===== src/rtl/pfu_pkg.sv =====
// Shared types for the pfu prefetch unit, plus the sofid encoding shared with the id stage.
// Optional misaligned-vector trapping is enabled by defining PFU_MISALIGN_CHK_EN.
`ifndef SOFID_RANGE
`define SOFID_RANGE 1:0
`endif
`ifndef SOFID_1ST
`define SOFID_1ST 2'b01
`endif
`ifndef SOFID_RUN
`define SOFID_RUN 2'b00
`endif

package pfu_pkg;

  typedef struct packed {
    logic [31:0]           ins;
    logic                  ferr;
    logic [31:0]           pc;
    logic [`SOFID_RANGE]   sofid;
  } pfu_entry_t;

  function automatic logic [31:0] word_align(input logic [31:0] addr);
    return {addr[31:2], 2'b00};
  endfunction

endpackage


===== src/rtl/pfu_fifo.sv =====
// Small in-order synchronous FIFO with flush; Depth must be a power of two.
module pfu_fifo #(
  parameter int unsigned Width = 8,
  parameter int unsigned Depth = 4,
  localparam int unsigned AddrW = $clog2(Depth),
  localparam int unsigned CntW  = $clog2(Depth) + 1
) (
  input  logic             clk_i,
  input  logic             rst_ni,
  input  logic             en_i,
  input  logic             flush_i,
  input  logic             push_i,
  input  logic [Width-1:0] wdata_i,
  input  logic             pop_i,
  output logic [Width-1:0] rdata_o,
  output logic [CntW-1:0]  count_o,
  output logic             full_o,
  output logic             empty_o
);

  logic [Width-1:0] mem_q [Depth];
  logic [AddrW-1:0] wr_q, rd_q;
  logic [CntW-1:0]  cnt_q;
  logic             do_push, do_pop;

  assign empty_o = (cnt_q == '0);
  assign full_o  = (cnt_q == CntW'(Depth));
  assign count_o = cnt_q;
  assign rdata_o = mem_q[rd_q];

  assign do_pop  = pop_i & ~empty_o;
  // A push into a full FIFO is fine when the head leaves in the same cycle.
  assign do_push = push_i & (~full_o | do_pop);

  always_ff @(posedge clk_i or negedge rst_ni) begin
    if (!rst_ni) begin
      wr_q  <= '0;
      rd_q  <= '0;
      cnt_q <= '0;
      for (int i = 0; i < Depth; i++) begin
        mem_q[i] <= '0;
      end
    end else if (en_i) begin
      if (flush_i) begin
        wr_q  <= '0;
        rd_q  <= '0;
        cnt_q <= '0;
      end else begin
        if (do_push) begin
          mem_q[wr_q] <= wdata_i;
          wr_q        <= wr_q + AddrW'(1);
        end
        if (do_pop) begin
          rd_q <= rd_q + AddrW'(1);
        end
        cnt_q <= cnt_q + CntW'(do_push) - CntW'(do_pop);
      end
    end
  end

endmodule


===== src/rtl/pfu.sv =====
// Prefetch unit: sequential instruction fetch, in-order buffering, vector flush/discard.
// Define PFU_MISALIGN_CHK_EN to turn misaligned vector targets into a single ferr entry.
module pfu
  import pfu_pkg::*;
#(
  parameter int unsigned DEPTH      = 4,
  parameter logic [31:0] RESET_ADDR = 32'h0
) (
  input  logic                clk_i,
  input  logic                clk_en_i,
  input  logic                resetb_i,
  output logic                ireq_valid_o,
  input  logic                ireq_ready_i,
  output logic [31:0]         ireq_addr_o,
  input  logic                irsp_valid_i,
  input  logic [31:0]         irsp_data_i,
  input  logic                irsp_err_i,
  input  logic                exs_vec_i,
  input  logic [31:0]         exs_vec_addr_i,
  output logic                ids_dav_o,
  input  logic                ids_ack_i,
  output logic [`SOFID_RANGE] ids_sofid_o,
  output logic [31:0]         ids_ins_o,
  output logic                ids_ferr_o,
  output logic [31:0]         ids_pc_o
);

  // out_q counts every request still owed a response, to-be-dropped ones included, so it
  // can exceed DEPTH while discarding; the 2*DEPTH cap bounds it across repeated vectors.
  localparam int unsigned CntW = $clog2(2 * DEPTH + 1);
  localparam int unsigned FcW  = $clog2(DEPTH) + 1;

  logic [31:0]     fa_q, fa_d;
  logic [31:0]     rsp_pc_q, rsp_pc_d;
  logic [CntW-1:0] out_q, out_d;
  logic [CntW-1:0] dis_q, dis_d;
  logic            first_q, first_d;
  logic            run_q, run_d;
`ifdef PFU_MISALIGN_CHK_EN
  logic            halt_q, halt_d;
  logic            mis_q, mis_d;
`endif

  logic [FcW-1:0]  fifo_cnt;
  logic            fifo_full, fifo_empty;
  logic            req_hs, rsp_drop, rsp_live;
  logic            push, pop;
  logic [CntW:0]   used;
  pfu_entry_t      push_entry, head;

  assign used = (CntW+1)'(fifo_cnt) + (CntW+1)'(out_q) - (CntW+1)'(dis_q);

  assign ireq_valid_o = run_q & (used < (CntW+1)'(DEPTH)) & (out_q < CntW'(2 * DEPTH));
  assign ireq_addr_o  = fa_q;
  assign req_hs       = ireq_valid_o & ireq_ready_i;
  assign rsp_drop     = irsp_valid_i & (dis_q != '0);
  assign rsp_live     = irsp_valid_i & (dis_q == '0);

  always_comb begin
    fa_d       = fa_q;
    rsp_pc_d   = rsp_pc_q;
    dis_d      = dis_q;
    first_d    = first_q;
    run_d      = 1'b1;
    push       = 1'b0;
    pop        = ~fifo_empty & ids_ack_i;
    push_entry = '{ins: irsp_data_i, ferr: irsp_err_i, pc: rsp_pc_q,
                   sofid: (first_q ? `SOFID_1ST : `SOFID_RUN)};
`ifdef PFU_MISALIGN_CHK_EN
    halt_d     = halt_q;
    mis_d      = 1'b0;
`endif

    out_d = out_q + CntW'(req_hs) - CntW'(irsp_valid_i);
    if (req_hs) begin
      fa_d = fa_q + 32'd4;
    end
    if (rsp_drop) begin
      dis_d = dis_q - CntW'(1);
    end
    if (rsp_live) begin
      push     = 1'b1;
      first_d  = 1'b0;
      rsp_pc_d = rsp_pc_q + 32'd4;
    end

`ifdef PFU_MISALIGN_CHK_EN
    run_d = ~halt_q;
    if (mis_q) begin
      push       = 1'b1;
      first_d    = 1'b0;
      push_entry = '{ins: 32'h0, ferr: 1'b1, pc: rsp_pc_q, sofid: `SOFID_1ST};
    end
`endif

    if (exs_vec_i) begin
      push     = 1'b0;
      pop      = 1'b0;
      // Everything still owed, including this cycle's request, is now stale.
      dis_d    = out_d;
      fa_d     = word_align(exs_vec_addr_i);
      rsp_pc_d = word_align(exs_vec_addr_i);
      first_d  = 1'b1;
`ifdef PFU_MISALIGN_CHK_EN
      if (exs_vec_addr_i[1:0] != 2'b00) begin
        halt_d   = 1'b1;
        mis_d    = 1'b1;
        rsp_pc_d = exs_vec_addr_i;
      end else begin
        halt_d   = 1'b0;
      end
      run_d = ~halt_d;
`endif
    end
  end

  always_ff @(posedge clk_i or negedge resetb_i) begin
    if (!resetb_i) begin
      fa_q     <= RESET_ADDR;
      rsp_pc_q <= RESET_ADDR;
      out_q    <= '0;
      dis_q    <= '0;
      first_q  <= 1'b1;
      run_q    <= 1'b0;
`ifdef PFU_MISALIGN_CHK_EN
      halt_q   <= 1'b0;
      mis_q    <= 1'b0;
`endif
    end else if (clk_en_i) begin
      fa_q     <= fa_d;
      rsp_pc_q <= rsp_pc_d;
      out_q    <= out_d;
      dis_q    <= dis_d;
      first_q  <= first_d;
      run_q    <= run_d;
`ifdef PFU_MISALIGN_CHK_EN
      halt_q   <= halt_d;
      mis_q    <= mis_d;
`endif
    end
  end

  pfu_fifo #(
    .Width ($bits(pfu_entry_t)),
    .Depth (DEPTH)
  ) u_fifo (
    .clk_i   (clk_i),
    .rst_ni  (resetb_i),
    .en_i    (clk_en_i),
    .flush_i (exs_vec_i),
    .push_i  (push),
    .wdata_i (push_entry),
    .pop_i   (pop),
    .rdata_o (head),
    .count_o (fifo_cnt),
    .full_o  (fifo_full),
    .empty_o (fifo_empty)
  );

  // Credit accounting must never let a push land on a full, non-draining FIFO.
  assert property (@(posedge clk_i) disable iff (!resetb_i)
                   !(clk_en_i && push && fifo_full && !pop && !exs_vec_i));

  assign ids_dav_o   = ~fifo_empty;
  assign ids_ins_o   = head.ins;
  assign ids_ferr_o  = head.ferr;
  assign ids_pc_o    = head.pc;
  assign ids_sofid_o = head.sofid;

endmodule


===== config.mk =====
export PLATFORM = sky130hd
export DESIGN_NAME = pfu
export DESIGN_NICKNAME = d
export VERILOG_FILES = /design/src/rtl/pfu_pkg.sv /design/src/rtl/pfu_fifo.sv /design/src/rtl/pfu.sv
export SDC_FILE = /design/constraint.sdc
export NUM_CORES = 1
export LEC_CHECK = 0
export CAP_MARGIN = 10
export CORE_UTILIZATION = 52
export CTS_CLUSTER_DIAMETER = 50
export DETAILED_ROUTE_END_ITERATION = 8
export GPL_ROUTABILITY_DRIVEN = 0
export PLACE_DENSITY = 0.74
export SLEW_MARGIN = 30
export SYNTH_ARGS = -nofsm -noshare
export SYNTH_HDL_FRONTEND = slang
export SYNTH_SLANG_ARGS = --single-unit

===== constraint.sdc =====
create_clock -name clk_i -period 5.5 [get_ports clk_i]
set_input_delay 1.65 -clock clk_i [delete_from_list [all_inputs] [get_ports clk_i]]
set_output_delay 1.65 -clock clk_i [all_outputs]
set_load 0.03 [all_outputs]

==> run summary, run 1 <==
Core Area -> 30900 um2
CP Class -> flop to output pin
max-cap violations -> 0
Critical Path End Type -> output pin
DRC Markers -> 0
Post-Synth Adder-Cell Area -> 1.92%
largest family of logic cells by synthesized area -> multiplexers
port bufs -> 165
RSZ-0062 raised after global routing -> no
Post-Syn Area -> 16500 um2
count of antenna-violating nets left after detailed routing -> 0
cts hold-fix bufs -> 0
Worst Tran Pin Value -> 837 ps
vias in the first global route -> 11749
drt via density -> 6.18
Slew HR -> 44.2%
ranking of synthesized cells by area -> dfrtp_1 (50%), mux2_2 (18%), mux4_2 (8.7%)
# IOs -> 173
CTS tree -> yes
postcts setup bufs -> 0
post-layout util -> 65.0%
fmax -> 202 MHz
Mapped Cells -> 1270
Worst Skew -> 24.4 ps
most common cell in the netlist -> dfrtp_1
htree depth -> 2
count of unique library cells instantiated by Yosys -> 79
number of clock buffers inserted by TritonCTS -> 44
Area Overhead vs Synth -> 21.5%
placed insts -> 1764
Pre-antenna DRT Iters -> 8
largest net degree at the start of global routing -> 107
CP Launch Type -> flop
CP Cell Sequence -> inv_1 > fa_1 > inv_1 > ha_1 > and3b_1 > or4_4 > a21o_1 > inv_1 > dlymetal6s2s_1
Final Routed Wirelength -> 39500 um
Required @ worst endpoint -> 3850 ps
Leak Pwr -> 9.05 nW
Post-synth EDFFs -> 0
synth warn -> 0
hold slack -> 463 ps
Cell Area, Placed -> 18500 um2
crit-path max cell delay -> 640 ps
cell family with most CP delay -> simple AND/OR/NAND/NOR gates
Tot Pwr -> 9.54 mW
initial antenna violation count -> 0
clock sinks -> 333
# rows -> 64
DR iter-0 viols -> 748
PnR worst setup slack -> 541 ps
Initial Utilization -> 53.5%
Die X-Extent -> 180 um
complex-gate fraction of the synthesized area -> 8.11%
TNS Setup -> 0 ps
final worst-path cycle share -> 90.2%
Worst path most repeated cell -> inv_1
max-slew violations -> 0
diode count -> 0
DP Worst Slack -> 702 ps
Yosys reg bits -> 333
Filler cells -> 2292
clock slew at reported path FFs -> 50 ps
die area -> 32500 um2
slowest cell on the critical path -> or4_4
mux share of post-synthesis cell area -> 27.2%
Final Non-Filler Cells -> 1843
critical path data arrival time -> 3310 ps
syn_area_per_cell -> 13.0 um2
vias -> 11396
worst-path maximum fanout -> 13
xor/xnor cell area share of the yosys netlist -> 0.477%
Synth top area share -> 50.3%
share of cells above drive strength 1 -> 31.7%
grt ovf -> 0
Post-synth top cells -> dfrtp_1 (332), mux2_2 (259), mux4_2 (64), nand2_1 (58), clkbuf_1 (55)
final hold violations -> 0
worst vdd ir -> 0.405 mV
Root Buffer Master -> clkbuf_16
DIE HEIGHT -> 180 um
GRT Total Usage -> 24.8%
clk_lat worst skew -> 530 ps
status -> finished clean
pwr/cell area -> 475 nW/um2
crit path buf inv count -> 4
routed len/inst -> 21.4 um
Synth area leader -> dfrtp_1
HP Class -> flop to flop
CTS Buffer Depth -> 3
Seq/Total Area, Yosys -> 50.4%
HPWL Detailed -> 25600 um
Post-synth ARST share -> 100%
Finished Cell Area -> 20100 um2
Post-Synth Simple-Gate Area -> 7.98%
Synth Flop Type -> dfrtp_1
Final nets -> 1509
Finish-stage setup viols -> 0
first-pass GRT wire length -> 64300 um
fin crit period -> 4960 ps
## power by group
part	switching [mW]	internal (mW)
clock	1.07	1.89
sequential	0.408	2.86
combinational	1.78	1.53
## cells by family after synthesis
family	count (synthesis)
buf+inv	135
xor+xnor	9
fa+ha+maj	23
other cells	1
compound gates	184
mux	337
flops	333
simple gates	248
## routing by layer
| metal | vias up | GRT usage, % | routed length (um) |
|---|---|---|---|
| met5 | - | 0 | 0 |
| met4 | 0 | 6.67 | 846 |
| met3 | 72 | 4.02 | 2420 |
| met2 | 410 | 40.0 | 18600 |
| met1 | 5863 | 34.9 | 17600 |
| li1 | 5051 | - | - |
## sequential cells by signal, summed over array words and instances (netlist names)
signal	count
u_fifo.rd_q	2
run_q	1
first_q	1
u_fifo.mem_q	256
u_fifo.wr_q	2
rsp_pc_q	30
u_fifo.count_o	3
out_q	4
ireq_addr_o	30
dis_q	4
## cells in the final DEF (no fill, tap or decap), drive strengths merged, types with 37 or more instances in the layout
cell	count
a21oi	37
clkbuf	59
dfrtp	332
mux2	260
inv	37
o21ai	39
mux4	64
nor2	45
clkdlybuf4s50	161
nand2	62
## worst paths after layout
check                                     start                       endpoint  slack [ps]  depth (start not counted)
min reg2reg                   run_q$_DFFE_PN0P_              run_q$_DFFE_PN0P_         460                          1
min                           run_q$_DFFE_PN0P_              run_q$_DFFE_PN0P_         460                          1
max reg2reg                out_q[1]$_DFFE_PN0P_           dis_q[2]$_DFFE_PN0P_        1530                         16
max                        out_q[1]$_DFFE_PN0P_                   ireq_valid_o         540                          9
max in group asynchronous              resetb_i   u_fifo.mem_q[63]$_DFFE_PN0P_        3300                          2
min in group asynchronous              resetb_i  u_fifo.mem_q[186]$_DFFE_PN0P_        1190                          1
## timing repair
action / 4_1_cts / 5_1_grt
hold endpoints to repair: 0 / 0
gates resized for setup: 0 / 1
setup endpoints to repair: 0 / 1
## layout make-up
type / instances / area [um2] / share of cell area [%]
inverter: 33 / 124 / 0.617
clock inverter: 20 / 280 / 1.40
timing repair buffer: 196 / 1980 / 9.87
tap: 396 / 495 / 2.47
clock buffer: 59 / 1260 / 6.27
sequential: 333 / 8340 / 41.5
multi-input combinational: 806 / 7600 / 37.9
No activity file was read; power rests on OpenSTA's default activity.
==> run 2, diff against run 1 <==
CORE_UTILIZATION = 55   (was 52)
PLACE_DENSITY = 0.78   (was 0.74)
TNS_END_PERCENT = 5   (was unset)
==> run summary, run 2 (synthesized netlist as in run 1, its figures left out) <==
clk_lat worst skew -> 530 ps (about the same)
CP Launch Type -> flop (unchanged)
crit path buf inv count -> 4 (unchanged)
post_cts resized -> 0 (unchanged)
htree depth -> 2 (unchanged)
most frequent cells in the layout -> dfrtp_1 (330), mux2_2 (259), clkdlybuf4s50_1 (162) (was dfrtp_1 (330), mux2_2 (259), clkdlybuf4s50_1 (161))
port bufs -> 165 (unchanged)
hold path startpoint -> run_q$_DFFE_PN0P_ (unchanged)
worst vdd ir -> 0.290 mV (was 0.405 mV)
largest net degree at the start of global routing -> 125 (was 107)
Final Routed Wirelength -> 39700 um (was 39500 um)
CP Cell Sequence -> inv_1 > fa_1 > inv_1 > ha_1 > and3b_1 > or4_4 > a21o_1 > inv_1 > clkdlybuf4s50_1 (was inv_1 > fa_1 > inv_1 > ha_1 > and3b_1 > or4_4 > a21o_1 > inv_1 > dlymetal6s2s_1)
Die X-Extent -> 175 um (was 180 um)
max-slew violations -> 0 (unchanged)
Worst Skew -> 16.4 ps (was 24.4 ps)
drt via density -> 6.30 (was 6.18)
Leak Pwr -> 8.94 nW (was 9.05 nW)
CTS tree -> yes (unchanged)
critical path data arrival time -> 3740 ps (was 3310 ps)
diode count -> 0 (unchanged)
GRT Total Usage -> 26.6% (was 24.8%)
R2R depth -> 16 (unchanged)
slowest cell on the critical path -> clkdlybuf4s50_1 (was or4_4)
fmax -> 186 MHz (was 202 MHz)
crit-path max cell delay -> 670 ps (was 640 ps)
grt ovf -> 0 (unchanged)
max-cap violations -> 0 (unchanged)
number of clock buffers inserted by TritonCTS -> 40 (was 44)
CP Class -> flop to output pin (unchanged)
pwr/cell area -> 463 nW/um2 (was 475 nW/um2)
cell family with most CP delay -> buffers and inverters (was simple AND/OR/NAND/NOR gates)
final worst-path cycle share -> 98.0% (was 90.2%)
CTS Buffer Depth -> 3 (unchanged)
Largest register FFs -> 256 (unchanged)
routed len/inst -> 21.7 um (was 21.4 um)
clock sinks -> 333 (unchanged)
setup slack on the worst flop-to-flop path -> 1470 ps (was 1530 ps)
TNS Setup -> 0 ps (unchanged)
initial antenna violation count -> 0 (unchanged)
DR iter-0 viols -> 846 (was 748)
clock slew at reported path FFs -> 60 ps (was 50 ps)
Root Buffer Master -> clkbuf_16 (unchanged)
RSZ-0062 raised after global routing -> no (unchanged)
die area -> 30800 um2 (was 32500 um2)
DIE HEIGHT -> 175 um (was 180 um)
internal power -> 5.96 mW (was 6.28 mW)
# IOs -> 173 (unchanged)
Worst Tran Pin Value -> 955 ps (was 837 ps)
commonest non-fill, non-tap cell in the layout -> dfrtp_1 (unchanged)
Pre-antenna DRT Iters -> 5 (was 8)
switching part of the total -> 35.2% (was 34.1%)
Slew HR -> 36.3% (was 44.2%)
postcts setup bufs -> 0 (unchanged)
Clock power frac -> 28.4% (was 31.1%)
Final Non-Filler Cells -> 1828 (was 1843)
sequential power share -> 35.7% (was 34.2%)
fin crit period -> 5390 ps (was 4960 ps)
worst reg2reg endpoint -> dis_q[2]$_DFFE_PN0P_ (unchanged)
HP Class -> flop to flop (unchanged)
share of cells above drive strength 1 -> 30.9% (was 31.7%)
placed insts -> 1756 (was 1764)
Finish-stage setup viols -> 0 (unchanged)
Hold Path Cell Cnt -> 1 (unchanged)
final hold violations -> 0 (unchanged)
Critical Path End Type -> output pin (unchanged)
Worst path most repeated cell -> inv_1 (unchanged)
first-pass GRT wire length -> 64500 um (was 64300 um)
Required @ worst endpoint -> 3850 ps (about the same)
combinational share of power -> 35.9% (was 34.7%)
Final nets -> 1504 (was 1509)
Biggest register -> u_fifo.mem_q (unchanged)
cts hold-fix bufs -> 0 (unchanged)
post-layout util -> 67.0% (was 65.0%)
HPWL Detailed -> 25600 um (about the same)
status -> finished clean (unchanged)
Area Overhead vs Synth -> 20.2% (was 21.5%)
DRC Markers -> 0 (unchanged)
Reg2Reg Launch Point -> out_q[1]$_DFFE_PN0P_ (unchanged)
Initial Utilization -> 55.8% (was 53.5%)
vias -> 11511 (was 11396)
worst-path maximum fanout -> 13 (unchanged)
# rows -> 63 (was 64)
Core Area -> 29600 um2 (was 30900 um2)
Endpoint, Worst Hold -> run_q$_DFFE_PN0P_ (unchanged)
vias in the first global route -> 11935 (was 11749)
switching pwr -> 3.24 mW (was 3.26 mW)
count of antenna-violating nets left after detailed routing -> 0 (unchanged)
==> run 2: changes by cell type in the layout (fill, tap and decap cells not counted), sizes merged, moves of 2 or more <==
cell / change
clkinv: +2
clkbuf: -5
bufinv: -3
inv: +2
clkinvlp: -4
==> run 2: worst max path at each step <==
stage / from / endpoint / cells after the start
after floorplan: out_q[1]$_DFFE_PN0P_ / ireq_valid_o / 9
after detailed placement: out_q[1]$_DFFE_PN0P_ / ireq_valid_o / 9
final: out_q[1]$_DFFE_PN0P_ / ireq_valid_o / 9
after CTS: out_q[1]$_DFFE_PN0P_ / ireq_valid_o / 9
after global routing: out_q[1]$_DFFE_PN0P_ / ireq_valid_o / 9
after global placement: out_q[1]$_DFFE_PN0P_ / ireq_valid_o / 9
==> run 2: per-layer routing <==
layer | global-route usage (%) | wire length, um | part of all wire [%] | vias to the layer above
met5 | 0 | 0 | 0 | -
met4 | 7.68 | 850 | 2.1 | 0
met3 | 4.91 | 3060 | 7.7 | 77
met2 | 42.9 | 19000 | 48 | 522
met1 | 36.9 | 16800 | 42 | 5864
li1 | - | - | - | 5048
==> run 2: stage by stage <==
stage	instance area, um2	setup slack [ps]	hold WS (ps)	power (mW)
after global placement	18500	716	457	6.50
after global routing	19900	2.29	470	9.64
after detailed placement	18500	678	455	6.61
after CTS	19800	105	470	9.26
final	19900	112	466	9.20
after floorplan	16500	1290	428	5.46
==> run 2: final cells by class <==
cell class                      instances  area [um2]
Clock buffer                           54        1110
Clock inverter                         17         199
Fill cell                            2137        9770
Inverter                               33         124
Multi-Input combinational cell        806        7600
Sequential cell                       333        8340
Tap cell                              390         488
Timing Repair Buffer                  195        2000
==> run 2: worst register-to-register path, stage by stage (launching register included) <==
cell and delay (ps):
dfrtp_1 350, inv_1 110, fa_1 560, inv_1 50
ha_1 270, and3b_1 190, or4_4 640, a211oi_4 280
inv_1 80, ha_1 270, inv_1 40, ha_1 200
fa_1 390, xnor2_1 140, nand2_1 90, o22ai_1 160
a21oi_1 60
==> run 2: power groups by stage <==
stage | clock network [mW] | registers (mW) | logic (mW)
detailed placement | 0 | 3.31 | 3.30
global placement | 0 | 3.28 | 3.22
floorplan | 0 | 3.16 | 2.30
CTS | 2.66 | 3.28 | 3.32
finish | 2.62 | 3.28 | 3.30
global route | 2.77 | 3.35 | 3.52
==> variant, RTL diff (config.mk and constraints of run 2) <==
Set the parameter `DEPTH` to 2 (it was 4).
--- a/src/rtl/pfu.sv
+++ b/src/rtl/pfu.sv
@@ -3,7 +3,7 @@
 module pfu
   import pfu_pkg::*;
 #(
-  parameter int unsigned DEPTH      = 4,
+  parameter int unsigned DEPTH      = 2,
   parameter logic [31:0] RESET_ADDR = 32'h0
 ) (
   input  logic                clk_i,
Check against the original RTL: not equivalent (a bounded check fails within 4 cycles, from zero or initial values and one cycle with resetb_i low).
==> variant against run 2 <==
Area after synthesis is 36% lower; final area is 35% lower; critical endpoint unchanged; worst setup slack better by 0.056 ns; first-iteration DRC count is 46% lower; wire length is 34% lower; sequential cell count is 133 lower; via count is 29% lower; power is 25% lower; global-route usage is 0.87 points higher.
==> variant: results (changes against run 2) <==
Yosys
The post-synthesis cell type count is 68 (-14%). The synthesis warning total is 0 (unchanged). Ranked by total cell area, the synthesized netlist is headed by sky130_fd_sc_hd__dfrtp_1 (47%), sky130_fd_sc_hd__mux2_2 (21%), sky130_fd_sc_hd__mux2i_1 (2.5%), sky130_fd_sc_hd__o22ai_1 (2.2%), sky130_fd_sc_hd__nand2_1 (1.6%). The share of synthesized area occupied by flip-flops and latches was 47.51% (-2.9 points). The synthesized netlist cell count is 929 (-27%). Sorting the synthesized cells by how often they occur yields sky130_fd_sc_hd__dfrtp_1 (199), sky130_fd_sc_hd__mux2_2 (198), sky130_fd_sc_hd__nand2_1 (46), sky130_fd_sc_hd__o22ai_1 (37), sky130_fd_sc_hd__clkbuf_1 (36).

Clock tree
The total CTS buffers is 17 (-57%). The total number of H-tree levels came to 4 (+2). The deepest clock path buffer count was 2 (-1).

The CTS clock-pin slew for the worst setup and hold paths is about 0.07 ns.

Pwr
The standby leakage power is 5.696 nW (-36%). The peak supply drop is 0.3414 mV (+18%).

Worst setup path
The highest fanout seen on the critical path is 11 (-2). The startpoint identified for the worst register-to-register timing path is out_q[1]$_DFFE_PN0P_. The category of cells accounting for the largest share of critical-path delay is adder cells. The number of cell instances on the worst register-to-register path was 17 (+1). The data arrival time of the worst path came to 3.68 ns (-0.06 ns). The reg2reg setup slack is 1.10 ns (-0.37 ns).

Routing
The detail-routed via count per cell is 6.231 (-1.0%). The first-pass detailed-route iteration total is 5 (unchanged). The initial DRC count is 455 (-46%). The average wire per cell in the routed design is 19.85 um (-8.6%).

Final layout
The share of cells above drive strength 1 is 25.16% (-5.8 points). The fill cell instance count of the final layout is 1401 (-34%). The flip-flop count of the largest register after layout is 128 (-50%). The number of nets in the layout is 1159 (-23%).

Global route
The global router's overall resource usage came to 27.45% (+0.87 points). The pin count of the biggest net entering global routing is 121 (-3.2%). The initial antenna violation count is 1 (+1). The via count of the first global-routing pass is 8130 (-32%). The first-pass GRT wire length came to 42410 um (-34%).

Placement
The half-perimeter wire length after detailed placement is 17590 um (-31%). The number of cells in the design after placement is 1286 (-27%).

Run status
The flow ran to the end, and the final reports show no timing, DRC or antenna violations.

Hold path
The path with the worst hold slack has its endpoint at u_fifo.mem_q[6]$_DFFE_PN0P_. The launch instance of the worst min-delay path is u_fifo.mem_q[6]$_DFFE_PN0P_. The depth of the worst hold-timing path was 2 (+1).

STA
The slew at the pin closest to its max-slew limit came to 0.8365 ns (-0.1183 ns). The clock skew is 0.01378 ns (-0.002573 ns).
[variant: changes by cell type after synthesis, moves of 10 or more]
cell	delta
sky130_fd_sc_hd__clkbuf_1	-19
sky130_fd_sc_hd__nor2_1	-10
sky130_fd_sc_hd__o22ai_1	+20
sky130_fd_sc_hd__mux4_2	-64
sky130_fd_sc_hd__nand2_1	-12
sky130_fd_sc_hd__buf_4	-24
sky130_fd_sc_hd__mux2_2	-61
sky130_fd_sc_hd__o21ai_0	-12
sky130_fd_sc_hd__dfrtp_1	-133
sky130_fd_sc_hd__mux2i_1	+13
sky130_fd_sc_hd__and3_1	+17
[variant: area by class of cell]
type	instances	share of cell area (%)
Antenna cell	1	0.01929
Clock buffer	19	3.415
Clock inverter	13	0.8393
Inverter	25	0.7235
Multi-Input combinational cell	642	39.88
Sequential cell	200	38.61
Tap cell	234	2.257
Timing Repair Buffer	186	14.26
[variant: worst max path at each step]
stage | startpoint | end | slack [ns]
finish | out_q[1]$_DFFE_PN0P_ | ireq_valid_o | 0.17
global route | out_q[1]$_DFFE_PN0P_ | ireq_valid_o | 0.02
CTS | out_q[1]$_DFFE_PN0P_ | ireq_valid_o | 0.12
detailed placement | out_q[1]$_DFFE_PN0P_ | ireq_valid_o | 0.60
global placement | out_q[1]$_DFFE_PN0P_ | ireq_valid_o | 0.62
floorplan | out_q[1]$_DFFE_PN0P_ | ireq_valid_o | 1.14
[variant: power breakdown]
group,switching [mW],total [mW],internal (mW)
logic,1.67,3.26,1.59
registers,0.416,2.41,2.00
clock network,0.585,1.19,0.604
total,2.67,6.86,4.19
[variant: kinds of logic after synthesis]
group / count (synthesis) / share of synthesized area [%]
AO/OA/AOI/OAI: 162 / 10.51
XOR/XNOR: 5 / 0.4156
adder cells (fa/ha/maj): 15 / 1.995
buffers and inverters: 91 / 3.776
flip-flops: 200 / 47.51
multiplexers: 227 / 23.95
other: 1 / 0.03559
AND/OR/NAND/NOR: 228 / 11.80
[variant: stage by stage]
stage	cell area, um^2	utilization [%]	hold WS, ns	worst slack, ns
finish	12970	69.11	0.4857	0.1680
global route	12970	69.11	0.5128	0.01842
CTS	12930	68.90	0.4944	0.1230
detailed placement	12380	65.96	0.4792	0.6022
global placement	12380	65.96	0.4726	0.6161
floorplan	10550	-	0.4444	1.137
[variant: per-layer routing]
layer  track usage (%)  part of all wire (%)  up-vias
li1                  -                     -     3741
met3             6.120                   6.9       52
met1             36.21                    43     4091
met2             44.39                    48      341
met5                 0                     0        -
met4             10.29                   2.4        0
